$ cat src/rtl/led_matrix_pkg.sv
// Shared definitions for the RGB LED matrix driver blocks.
//   rgb_t         one panel lane (R,G,B)
//   row_state_e   row shift engine state encoding
//   DEF_*         default panel geometry / timing
//   max3()        constant helper for sizing counters
package led_matrix_pkg;

    typedef logic [2:0] rgb_t;

    typedef enum logic [2:0] {
        IDLE,
        FETCH,
        SCLK_LO,
        SCLK_HI,
        LATCH,
        DONE
    } row_state_e;

    localparam int DEF_COLS         = 32;
    localparam int DEF_SCLK_DIV     = 2;
    localparam int DEF_LATCH_CYCLES = 4;

    function automatic int max3(input int a, input int b, input int c);
        int m;
        m = a;
        if (b > m) m = b;
        if (c > m) m = c;
        return m;
    endfunction

endpackage

$ cat src/rtl/row_shift_engine_phase_timer.sv
// phase_timer: loadable down-counter with a zero flag. Used by the row
// shift engine to time FETCH, SCLK half-periods and LATCH.
//   clk       system clock
//   reset_n   asynchronous active-low reset (count -> 0)
//   load      load load_val this cycle (has priority over counting)
//   load_val  value to load; the phase then lasts load_val+1 cycles
//   zero      high while the count is zero
module phase_timer #(
    parameter int W = 2
) (
    input  logic         clk,
    input  logic         reset_n,
    input  logic         load,
    input  logic [W-1:0] load_val,
    output logic         zero
);

    logic [W-1:0] count;

    always_ff @(posedge clk or negedge reset_n) begin
        if (!reset_n) begin
            count <= '0;
        end else if (load) begin
            count <= load_val;
        end else if (count != '0) begin
            count <= count - W'(1);
        end
    end

    assign zero = (count == '0);

endmodule

$ cat src/rtl/row_shift_engine.sv
// row_shift_engine: shifts one row of pixel data into the LED panel shift
// registers over CHANNELS parallel lanes, fetching each column from a
// frame-buffer read port, then strobes LATCH with the outputs blanked and
// reports completion.
//   clk       system clock
//   reset_n   asynchronous active-low reset
//   start     begin a row (sampled only in IDLE)
//   abort     synchronous abort back to IDLE, no latch pulse
//   col_addr  frame-buffer column address (registered)
//   rgb_in    frame-buffer pixel data, lane k = bits [3k+2:3k]
//   rgb_out   panel data pins (registered)
//   sclk      panel shift clock
//   latch     panel latch strobe
//   oe_n      panel output enable, active-low (high only during LATCH)
//   busy      high in every state except IDLE
//   done      one-cycle pulse after the latch completes
module row_shift_engine
    import led_matrix_pkg::*;
#(
    parameter int COLS         = DEF_COLS,
    parameter int CHANNELS     = 2,
    parameter int SCLK_DIV     = DEF_SCLK_DIV,
    parameter int RD_LAT       = 1,
    parameter int LATCH_CYCLES = DEF_LATCH_CYCLES
) (
    input  logic                    clk,
    input  logic                    reset_n,
    input  logic                    start,
    input  logic                    abort,
    output logic [$clog2(COLS)-1:0] col_addr,
    input  logic [3*CHANNELS-1:0]   rgb_in,
    output logic [3*CHANNELS-1:0]   rgb_out,
    output logic                    sclk,
    output logic                    latch,
    output logic                    oe_n,
    output logic                    busy,
    output logic                    done
);

    localparam int AW     = $clog2(COLS);
    localparam int PH_MAX = max3(SCLK_DIV, LATCH_CYCLES, RD_LAT + 1);
    localparam int PH_W   = (PH_MAX > 1) ? $clog2(PH_MAX) : 1;

    // Timer load values: a phase lasts load value + 1 cycles.
    localparam logic [PH_W-1:0] FETCH_LD = PH_W'(RD_LAT);
    localparam logic [PH_W-1:0] SCLK_LD  = PH_W'(SCLK_DIV - 1);
    localparam logic [PH_W-1:0] LATCH_LD = PH_W'(LATCH_CYCLES - 1);
    localparam logic [AW-1:0]   LAST_COL = AW'(COLS - 1);

    row_state_e      state, state_n;
    logic [AW-1:0]   col_n;
    logic            capture;
    logic            ph_load;
    logic [PH_W-1:0] ph_val;
    logic            ph_zero;

    phase_timer #(
        .W (PH_W)
    ) u_phase (
        .clk      (clk),
        .reset_n  (reset_n),
        .load     (ph_load),
        .load_val (ph_val),
        .zero     (ph_zero)
    );

    always_comb begin
        state_n = state;
        col_n   = col_addr;
        capture = 1'b0;
        ph_load = 1'b0;
        ph_val  = '0;

        if (abort) begin
            // abort overrides start and any phase timing
            state_n = IDLE;
            col_n   = '0;
        end else begin
            unique case (state)
                IDLE: begin
                    if (start) begin
                        state_n = FETCH;
                        col_n   = '0;
                        ph_load = 1'b1;
                        ph_val  = FETCH_LD;
                    end
                end
                FETCH: begin
                    if (ph_zero) begin
                        // read data is valid on the edge that ends FETCH
                        state_n = SCLK_LO;
                        capture = 1'b1;
                        ph_load = 1'b1;
                        ph_val  = SCLK_LD;
                    end
                end
                SCLK_LO: begin
                    if (ph_zero) begin
                        state_n = SCLK_HI;
                        ph_load = 1'b1;
                        ph_val  = SCLK_LD;
                    end
                end
                SCLK_HI: begin
                    if (ph_zero) begin
                        ph_load = 1'b1;
                        if (col_addr == LAST_COL) begin
                            state_n = LATCH;
                            ph_val  = LATCH_LD;
                        end else begin
                            state_n = FETCH;
                            col_n   = col_addr + AW'(1);
                            ph_val  = FETCH_LD;
                        end
                    end
                end
                LATCH: begin
                    if (ph_zero) begin
                        state_n = DONE;
                    end
                end
                DONE: begin
                    state_n = IDLE;
                end
                default: begin
                    state_n = IDLE;
                end
            endcase
        end
    end

    // Outputs are registered copies of what the next state implies, so
    // they change on the same edge as the state itself.
    always_ff @(posedge clk or negedge reset_n) begin
        if (!reset_n) begin
            state    <= IDLE;
            col_addr <= '0;
            rgb_out  <= '0;
            sclk     <= 1'b0;
            latch    <= 1'b0;
            oe_n     <= 1'b0;
            busy     <= 1'b0;
            done     <= 1'b0;
        end else begin
            state    <= state_n;
            col_addr <= col_n;
            if (capture) begin
                rgb_out <= rgb_in;
            end
            sclk     <= (state_n == SCLK_HI);
            latch    <= (state_n == LATCH);
            oe_n     <= (state_n == LATCH);
            busy     <= (state_n != IDLE);
            done     <= (state_n == DONE);
        end
    end

endmodule

$ cat config.mk
export PLATFORM = sky130hd
export DESIGN_NAME = row_shift_engine
export DESIGN_NICKNAME = d
export VERILOG_FILES = /design/src/rtl/led_matrix_pkg.sv /design/src/rtl/row_shift_engine_phase_timer.sv /design/src/rtl/row_shift_engine.sv
export SDC_FILE = /design/constraint.sdc
export NUM_CORES = 1
export LEC_CHECK = 0
export BUFFER_PORTS_ARGS = -buffer_cell sky130_fd_sc_hd__buf_2
export CAP_MARGIN = 20
export CORE_MARGIN = 4
export CORE_UTILIZATION = 40
export DETAILED_ROUTE_END_ITERATION = 6
export GPL_TIMING_DRIVEN = 0
export PLACE_DENSITY = 0.68
export SKIP_CTS_REPAIR_TIMING = 1
export SYNTH_ARGS = -nofsm -noshare
export SYNTH_HDL_FRONTEND = slang
export SYNTH_HIERARCHICAL = 1
export SYNTH_SLANG_ARGS = --single-unit
export TNS_END_PERCENT = 10
$ cat constraint.sdc
create_clock -name clk -period 2.21 [get_ports clk]
set_input_delay 0 -clock clk [delete_from_list [all_inputs] [get_ports clk]]
set_output_delay 0 -clock clk [all_outputs]
set_load 0.01 [all_outputs]
# Word level (Yosys, flattened, before mapping)
# Cells that the tools add are included.
totals:
  input_bits: 10
  regBits: 20
  word_cells: 57
op_classes:
  reduce_logical: 9
  muxes: 27
  n_addsub: 2
  eq_ne: 11
op_table:
  columns: ["cell", "n"]
  rows:
  - ["3-bit 2-to-1 mux", 7]
  - ["5-bit 2-to-1 mux", 4]
  - ["3-bit case mux with 5 select lines", 1]
  - ["2-bit 2-to-1 mux", 5]
  - ["5-bit case mux with 2 select lines", 1]
  - ["3-bit by 2-bit == test with 1-bit output (second input constant)", 3]
  - ["3-bit == test (second input constant)", 3]
  - ["3-bit inequality test (second input constant)", 3]
  - ["1-bit 2-to-1 mux", 7]
  - ["2-bit case mux with 3 select lines", 1]
  - ["3-bit nonzero test", 2]
  - ["5-bit by 1-bit adder with 5-bit output (second input constant)", 1]
  - ["5-bit == test (second input constant)", 1]
  - ["4-bit AND reduction", 1]
  - ["2-bit nonzero test", 2]
  - ["3-bit by 1-bit == test with 1-bit output (second input constant)", 1]
  - ["3-bit zero test", 1]
  - ["3-bit OR reduction", 1]
  - ["2-bit zero test", 1]
  - ["1-bit case mux with 2 select lines", 1]
  - ["2-bit OR reduction", 1]
  - ["2-bit by 1-bit subtractor with 2-bit output (second input constant)", 1]

# Depth between registers and ports, before layout
logic_depth:
  ltp_word: 6
  mapped_depth: 7
  depth_no_buf: 7

# Modules after synthesis
# The synthesis kept the hierarchy.
by_module_without_submodules:
  columns: ["module", "area_per_inst_um2", "n_inst", "cells_each"]
  rows:
  - ["row_shift_engine", 919.6, 1, 81]
  - ["phase_timer", 113.9, 1, 12]

# Worst setup path after synthesis
# No wires, ideal clock.
synth_path:
  path_kind: "flip-flop to flip-flop"
  start: "reg col_addr[0]"
  end: "reg col_addr[0]"
  setup_ns: 0.073
  path_buffers: 0
  synth_period_minus_slack_ns: 1.881
  setup_slack_ns: 0.329
  required_time_ns: 2.137
  arrival_ns: 1.808
  stages_incl_launch_ff: 7
  path_cell_list: "dfrtp_1 ha_1 and3_1 ha_1 nor3b_4 mux2_4 nor2_1"
synth_via:
  elab_chain_len: 5
  elab_cells_between_ends: 8
synth_rtl:
  columns: ["item", "line", "source"]
  rows:
  - ["from (decl)", "row_shift_engine.sv:30", "output logic [$clog2(COLS)-1:0] col_addr,"]
  - ["from (signal assigned)", "row_shift_engine.sv:146", "col_addr <= col_n;"]
  - ["5-bit by 1-bit adder with 5-bit output", "row_shift_engine.sv:112", "col_n = col_addr + AW'(1);"]
  - ["5-bit 2-to-1 mux", "row_shift_engine.sv:107", "if (col_addr == LAST_COL) begin"]
  - ["5-bit 2-to-1 mux", "row_shift_engine.sv:105", "if (ph_zero) begin"]
  - ["5-bit case mux with 2 select lines", "row_shift_engine.sv:79", "unique case (state)"]
  - ["5-bit 2-to-1 mux", "row_shift_engine.sv:74", "if (abort) begin"]
# Parallel ways exist; a longest one is shown, timed or not. The select of a mux whose other input is x is not followed.
# A chain may end at the register's enable or synchronous reset.

# Worst setup path in the final report
# Same ends and word-level chain as after synthesis.

==> out/qor.yml <==
yosys:
  ys_types: 38
  post-synth-top-count-cell: "dfrtp_1"
  yosysSeqAreaShare: 0.484
  netlist_top_cells_area: "dfrtp_1 (48%), mux2_2 (7.6%), ha_1 (3.6%), mux2i_1 (2.9%), nor2_1 (2.9%)"
  async_reset_ff_frac: 1.00
  synth_top_cell_by_area: "dfrtp_1"
  netlist_area_mm2: 0.00103
  syn_inst: 93
  yosysWarnings: 6
  synth_flop_cell: "dfrtp_1"
  yosysTopAreaCellShare: 0.484
  syn_avg_cell_area_um2: 11.1
  synth_edf_count: 0
  syn_nets: 106
  ys_seq_elements: 20
  synth_common_cells: "dfrtp_1 (20), nor2_1 (8), mux2_2 (7), nand2_1 (6), inv_1 (5)"
floorplanning:
  io_pins: 26
  die_y_um: 58.8
  die_x_um: 58.8
  num_rows: 18
  dieArea_mm2: 0.00346
  core-area_mm2: 0.00248
  start_util: 0.417
min_path:
  min_to: "col_addr[2]"
  hold_path_class: "in2reg"
  hold_start: "abort"
  holdPathStages: 3
routing:
  antenna_left: 0
  drt_pass1_iterations: 4
  totalWireLength_um: 1880
  dr.first_iter.drc_count: 7
  vias_per_cell: 4.96
  drc: 0
  vias: 783
  wl_per_cell_um: 11.9
setup_path:
  end_kind: "register"
  cp.required_ps: 2440
  path_class: "reg2reg"
  r2r_start: "col_addr[0]"
  reg2reg_to: "col_addr[0]"
  crit_arrival_ps: 2240
  start_kind: "register"
  cp_max_fo: 8
  reg2regPathDepth: 6
  ff2ff_setup_slack_ps: 200
clocking:
  cts_inserted_buffers: 3
  cts_tree: "built"
  htree_num_levels: 1
  cts-root-buf: "clkbuf_4"
  clk_pin_slew_ps: 100
  cts.sinks: 20
  insertion_delay_ps: 290
  clk_path_buf_depth: 2
placed_design:
  port_buffers: 25
  place_area_mm2: 0.00120
  finalWeightedCongestion: 0.826
  place_inst: 148
  dp_hpwl_um: 1410
sta:
  rsz0062_at_grt: "no"
  fin_tns_setup_ps: 0
  fin_crit_ps: 2010
  setup_viol: 0
  period_share: 0.911
  hold_violations: 0
  worst_pin_slew_ps: 454
  slew_headroom: 0.695
  final_max_slew_viol_count: 0
  worst_clock_skew_ps: 1.36
  fmax_mhz: 497
global_routing:
  overflow: 0
  grt_pass1_wl_um: 3090
  antenna_found_initial: 0
  first_global_vias: 708
  grt.total_usage: 0.118
  grt_max_degree: 21
cells_and_area:
  fillers: 249
  fin_area_mm2: 0.00129
  antennaDiodeCount: 0
  final_util: 0.520
  nNetsFinal: 143
  ff_latch_area_um2: 500
  areaGrowthSynthToFinish_pct: 24.7
  drive_gt1_frac: 0.344
  multiInputGateArea_um2: 498
  stdcell_count: 158
pwr:
  p_leak_nw: 0.639
  peakVddDrop_uv: 562
  power_density_mw_per_mm2: 852
status:
  outcome: "finished clean"
job:
  cap_violations: 0
==> placed cells by master, fill, tap and decap left out <==
cell type / Yosys / layout
o21ai_0: 1 / 1
nor2_1: 8 / 8
inv_1: 5 / 5
xnor2_1: 1 / 1
nand3b_1: 1 / 1
mux2_2: 7 / 7
dfrtp_1: 20 / 20
xor2_1: 1 / 1
clkbuf_4: 0 / 3
mux2_4: 1 / 1
nand2b_1: 1 / 1
buf_4: 1 / 1
o31a_1: 1 / 1
o21a_1: 1 / 1
a22oi_1: 1 / 1
buf_2: 1 / 26
nand4_1: 1 / 1
and2_0: 1 / 1
mux2i_1: 3 / 3
and3_1: 1 / 1
nand3_1: 4 / 4
or2b_1: 1 / 1
or4b_4: 1 / 1
and2_1: 4 / 4
o22a_2: 1 / 1
nor2b_4: 1 / 1
nor4_4: 1 / 1
nand2_1: 6 / 6
nor3b_4: 1 / 1
o22ai_1: 1 / 1
clkbuf_1: 1 / 1
or3_1: 1 / 1
nor2b_1: 2 / 2
a32oi_1: 1 / 1
or2_2: 1 / 1
nor3_1: 4 / 4
a31oi_1: 1 / 1
o311ai_1: 1 / 1
ha_1: 3 / 3
dlygate4sd3_1: 0 / 7
==> stage by stage <==
step / hold WS (ps) / setup WS, ps / total power (W)
CTS: -362 / 186 / 0.00111
global placement: -32.2 / 236 / 0.000922
global route: 82.9 / 82.3 / 0.00118
detailed placement: -26.1 / 219 / 0.000943
finish: 65.1 / 196 / 0.00110
floorplan: -296 / 329 / 0.000809
==> metal layers <==
metal | track usage | wire length (um) | vias to the layer above
met5 | 0 | 0 | -
met2 | 0.181 | 827 | 24
li1 | - | - | 395
met1 | 0.160 | 899 | 362
met3 | 0.0263 | 137 | 2
met4 | 0.0485 | 17 | 0
==> how the worst max path moves through the flow <==
stage | slack (ps) | start | depth (start not counted) | to
final | 200 | col_addr[0] | 6 | col_addr[0]
after global routing | 80 | col_addr[0] | 6 | col_addr[0]
after CTS | 190 | col_addr[0] | 6 | col_addr[0]
after detailed placement | 220 | col_addr[0] | 6 | col_addr[0]
after global placement | 240 | col_addr[0] | 6 | col_addr[0]
after floorplan | 330 | col_addr[0] | 6 | col_addr[0]
==> cells by family (layout without fill, tap and decap cells) <==
family                   after synthesis  in the layout  synth area share
AO/OA/AOI/OAI                          9              9            0.0666
multiplexers                          11             11             0.120
flip-flops                            20             20             0.484
XOR/XNOR                               2              2            0.0170
AND/OR/NAND/NOR                       40             40             0.242
buffers and inverters                  8             43            0.0339
adder cells (fa/ha/maj)                3              3            0.0363
==> flip-flops by register name, summed over array words and instances, names as in the netlist <==
register and flops:
busy 1, u_phase/count 2, col_addr 5, rgb_out 6, state 3, sclk 1
done 1, oe_n 1
==> layout make-up <==
class,count,share of cell area
Buffer,3,0.0126
Timing Repair Buffer,32,0.151
Sequential cell,20,0.388
Multi-Input combinational cell,65,0.386
Inverter,5,0.0146
Clock buffer,3,0.0175
Tap cell,30,0.0291
==> worst max-delay path, stage by stage (launching register included) <==
cell and delay (ps):
dfrtp_1 430, ha_1 230, and3_1 190, ha_1 250, nor3b_4 420, mux2_4 340
nor2_1 90
==> report_power, final <==
group	switching, W	internal (W)	total, W
clock network	0.000100	0.0000634	0.000164
logic	0.000211	0.000216	0.000427
registers	0.0000510	0.000457	0.000508
total	0.000362	0.000736	0.00110
Note: power is estimated with default switching activity, not from simulation.
